File: config.mk
export PLATFORM = sky130hd
export DESIGN_NAME = microseq
export DESIGN_NICKNAME = d
export VERILOG_FILES = /design/src/rtl/microseq.sv
export SDC_FILE = /design/constraint.sdc
export NUM_CORES = 1
export LEC_CHECK = 0
export BUFFER_PORTS_ARGS = -buffer_cell sky130_fd_sc_hd__buf_2
export CELL_PAD_IN_SITES_DETAIL_PLACEMENT = 0
export CELL_PAD_IN_SITES_GLOBAL_PLACEMENT = 2
export CORE_MARGIN = 2
export CORE_UTILIZATION = 25
export CTS_CLUSTER_DIAMETER = 100
export DETAILED_ROUTE_END_ITERATION = 12
export PLACE_DENSITY = 0.82
export SETUP_SLACK_MARGIN = 0.05
export SKIP_LAST_GASP = 1
export SLEW_MARGIN = 20
export SYNTH_ARGS = -nofsm -noshare
export SYNTH_HDL_FRONTEND = slang
export SYNTH_SLANG_ARGS = --single-unit
File: constraint.sdc
create_clock -name clk -period 3.1 [get_ports clk]
set_clock_uncertainty 0.1 [all_clocks]
set_input_delay 0 -clock clk [delete_from_list [all_inputs] [get_ports clk]]
set_output_delay 0 -clock clk [all_outputs]
set_load 0.005 [all_outputs]
File: src/rtl/microseq.sv
// microseq: microcode sequencer that turns opcode, flags and T-state into a 16-bit control word
//   clk        in   state advances on the falling edge
//   rst        in   synchronous active-high reset
//   opcode     in   instruction register upper nibble, decoded combinationally
//   flag_c/z   in   registered carry / zero flags, decoded combinationally
//   ctrl_word  out  {HLT,PC_INC,PC_EN,PC_LOAD,MEM_LOAD,MEM_EN,MEM_WR,IR_LOAD,
//                    IR_EN,A_LOAD,A_EN,B_LOAD,ADDER_SUB,ADDER_EN,OUT_LOAD,FLAGS_LOAD}
//   step       out  current T-state 0..5
//   halted     out  halt latch, cleared only by rst
//   instr_done out  high during the last step of the instruction
module microseq #(
  parameter int EARLY_END = 1
) (
  input  logic        clk,
  input  logic        rst,
  input  logic [3:0]  opcode,
  input  logic        flag_c,
  input  logic        flag_z,
  output logic [15:0] ctrl_word,
  output logic [2:0]  step,
  output logic        halted,
  output logic        instr_done
);
  logic [2:0]  step_q, step_d;
  logic        halted_q, halted_d;
  logic [15:0] c3, c4, c5, cw;
  logic [2:0]  last, done_step;
  logic        hlt_now;
  // execute-phase words; steps past an instruction's last step stay 0
  always_comb begin
    c3 = 16'h0000;
    c4 = 16'h0000;
    c5 = 16'h0000;
    last = 3'd3;
    case (opcode)
      4'h1: begin c3 = 16'h0880; c4 = 16'h0440; last = 3'd4; end
      4'h2, 4'h3: begin
        c3 = 16'h0880;
        c4 = 16'h0410;
        c5 = opcode[0] ? 16'h004D : 16'h0045;
        last = 3'd5;
      end
      4'h4: begin c3 = 16'h0880; c4 = 16'h0220; last = 3'd4; end
      4'h5: c3 = 16'h00C0;
      4'h6: c3 = 16'h1080;
      4'h7: c3 = flag_c ? 16'h1080 : 16'h0000;
      4'h8: c3 = flag_z ? 16'h1080 : 16'h0000;
      4'hE: c3 = 16'h0022;
      4'hF: c3 = 16'h8000;
      default: ;
    endcase
  end
  always_comb begin
    cw = 16'h0000;
    case (step_q)
      3'd0: cw = 16'h2800;
      3'd1: cw = 16'h4000;
      3'd2: cw = 16'h0500;
      3'd3: cw = c3;
      3'd4: cw = c4;
      3'd5: cw = c5;
      default: cw = 16'h0000;
    endcase
  end
  assign done_step = (EARLY_END != 0) ? last : 3'd5;
  assign hlt_now   = !halted_q && opcode == 4'hF && step_q == 3'd3;
  // halting freezes step at 3; 5 and the unreachable 6/7 all fall back to 0
  always_comb begin
    halted_d = halted_q | hlt_now;
    step_d = (halted_q || hlt_now) ? step_q
           : (step_q >= 3'd5 || (EARLY_END != 0 && step_q == last)) ? 3'd0
           : step_q + 3'd1;
  end
  always_ff @(negedge clk) begin
    if (rst) begin
      step_q   <= 3'd0;
      halted_q <= 1'b0;
    end else begin
      step_q   <= step_d;
      halted_q <= halted_d;
    end
  end
  assign ctrl_word  = halted_q ? 16'h8000 : cw;
  assign step       = step_q;
  assign halted     = halted_q;
  assign instr_done = !halted_q && step_q == done_step;
endmodule

==> metrics.txt <==
outcome finished, violations left; failing checks setup timing; slowest CP cell or4_4; Rows 17; Clk pin slew, worst setup/hold paths 30 ps; Most Crowded Layer GR met2; met3 GRT Util 2.54%; total nets after synthesis 93; hold path cells 4; Post-synth top flop dfxtp_1; RD Place Congestion 0.774; unrepaired setup endpoints after global routing yes; Mapped Area 601 um^2; hold path endpoint ctrl_word[12]; syn_area_per_cell 7.51 um^2; Num CTS Buffers 3; Synth Area in Simple Gates 41.3%; max_slew headroom 73.3%; CP peak stage delay 510 ps; HPWL Detailed 1.33 mm; DRC 0; DR vias 753; vias in the first global route 709; dpl cells 140; hold crit path type in -> out; Synth async-reset ratio 0%; port bufs 28; Final Util 44.0%; initial antenna violation count 0; CP Max Fanout 6; post-synthesis compound-gate area fraction 24.2%; htree depth 1; WS Path Type reg -> out; routed wire length 1.82 mm; final setup vio count 8; Critical Path Start Type register; Vias/cell 5.02; first-pass GRT wire length 2.99 mm; Post-Synth XOR/XNOR Area 2.92%; Syn Inst Count 80; core area 0.00223 mm^2; Top Ports 29; area grow syn2layout 63.7%; Die Footprint 0.00281 mm^2; Clk Latency, worst-skew pair 290 ps; Synth Warn # 0; Power Density 423 mW/mm^2; max-cap violation count 0; Critical Path RT 3000 ps; initial core utilization 26.9%; register area share after synthesis 13.3%; total congestion overflow 0; worst path bufs/invs 1; Die Wd 53.0 um; fin nets 137; largest family of logic cells by synthesized area simple AND/OR/NAND/NOR gates; Avg WL per Cell 12.1 um; worst path arrival time 3150 ps; total negative setup slack -683 ps; max-slew violations 0; CTS sink count 4; Post-Synth Adder-Cell Area 10.4%; Seq cells post-synth 4; Hold Crit Start flag_z; fillers 245; Die Y 53.0 um; largest net degree at the start of global routing 15; reg2reg setup slack 1290 ps; Synth cell types 38; Peak VDD IR 0.244 mV; mux contribution to synthesized area 0%; worst-case reg-to-reg path depth 6; Max clock buf depth 2; LEAKAGE 0.481 nW; Hold Fails Final Rpt 0; ANT nets after route 0; # diodes 0; Initial DRC Count 11; GRT met1 Usage 15.9%; Slew @ Worst Pin 400 ps; RR Startpoint step[0]$_SDFFE_NP0N_; Final Non-Filler Cells 150; met2 usage 26.9%; Global Route Usage Sum 14.8%; worst r2r dst step[0]$_SDFFE_NP0N_; TritonCTS clock tree yes; layout cell share with drive strength beyond 1 54.9%; DRT Pass-1 Iters 4; Hold Worst Slack 330 ps; Root Buffer clkbuf_4; element type at the critical path end output port; Overall Power 416 uW; worst setup margin -155 ps; CP Cell Sequence or4_4 -> a22oi_2 -> nor2b_1 -> buf_2; Post-synth EDFFs 0; cell family with most CP delay simple AND/OR/NAND/NOR gates
-- cells in the mapped netlist, types with 3 or more instances --
library cell  number  area [um^2]
nor3_1             8         40.0
nor2_1             6         22.5
ha_1               5         62.6
nand2_1            5         18.8
dfxtp_1            4         80.1
inv_1              3         11.3
nand2b_1           3         18.8
nor2b_1            3         18.8
o2bb2ai_1          3         26.3
or4_1              3         22.5
-- worst max path at each step --
stage	start	end	cells after the start
after floorplan	step[0]$_SDFFE_NP0N_	instr_done	3
after global placement	step[1]$_SDFFE_NP0N_	ctrl_word[7]	6
after detailed placement	step[1]$_SDFFE_NP0N_	ctrl_word[7]	6
after CTS	step[1]$_SDFFE_NP0N_	instr_done	5
after global routing	step[0]$_SDFFE_NP0N_	instr_done	4
final	step[0]$_SDFFE_NP0N_	instr_done	4
-- what timing repair did --
item | in CTS | in global routing
setup buffers | 1 | 3
pin swaps | 5 | 4
hold buffers | 0 | 0
endpoints found under the setup margin | 15 | 13
gates resized for setup | 14 | 16
-- per-layer routing --
layer  vias to the layer above  share of wire, %
met3                         4               4.4
met1                       348                44
met5                         -                 0
met2                        21                50
met4                         0               1.7
li1                        380                 -
-- stage by stage --
step	setup slack [ps]	area (um^2)
floorplan	134	601
global placement	62.8	811
detailed placement	22.8	811
CTS	-180	897
global route	-230	983
finish	-155	983
-- tightest hold or removal path, delay by kind of cell --
| family | cells | cell delay (ps) |
|---|---|---|
| AOI/OAI and AO/OA | 2 | 240 |
| buffers and inverters | 2 | 190 |
-- area by class of cell --
| class | instances | area (um^2) | share of cell area (%) |
|---|---|---|---|
| Clock buffer | 3 | 22.5 | 2.29 |
| Multi-Input combinational cell | 67 | 566 | 57.5 |
| Sequential cell | 4 | 91.3 | 9.29 |
| Timing Repair Buffer | 41 | 238 | 24.2 |
| Clock inverter | 4 | 15.0 | 1.53 |
| Inverter | 3 | 16.3 | 1.65 |
| Tap cell | 28 | 35.0 | 3.56 |
-- cell families after synthesis --
logic type	after synthesis
and+or+nand+nor	41
AOI/OAI and AO/OA	19
buffers and inverters	9
adders and majority gates	5
DFF	4
xor gates and xnor gates	2
-- cells in the final DEF, fill, tap and decap left out, drive strengths merged, types with 3 or more instances in the layout --
master	netlist	layout
nor2	6	6
nand2b	3	3
a22oi	3	3
dfxtp	4	4
clkbuf	1	3
nor2b	3	3
or4	4	4
nand2	5	5
o2bb2ai	3	3
nor3	8	8
inv	4	7
buf	4	41
ha	5	5
-- state kept, by name, indices dropped and copies added, names as in the netlist --
register,cells
halted,1
step,3
-- power by group --
part,internal [mW],switching (mW)
sequential,0.0645,0.0141
combinational,0.136,0.117
clock,0.0506,0.0336
Power figures use the tool's default switching activity.
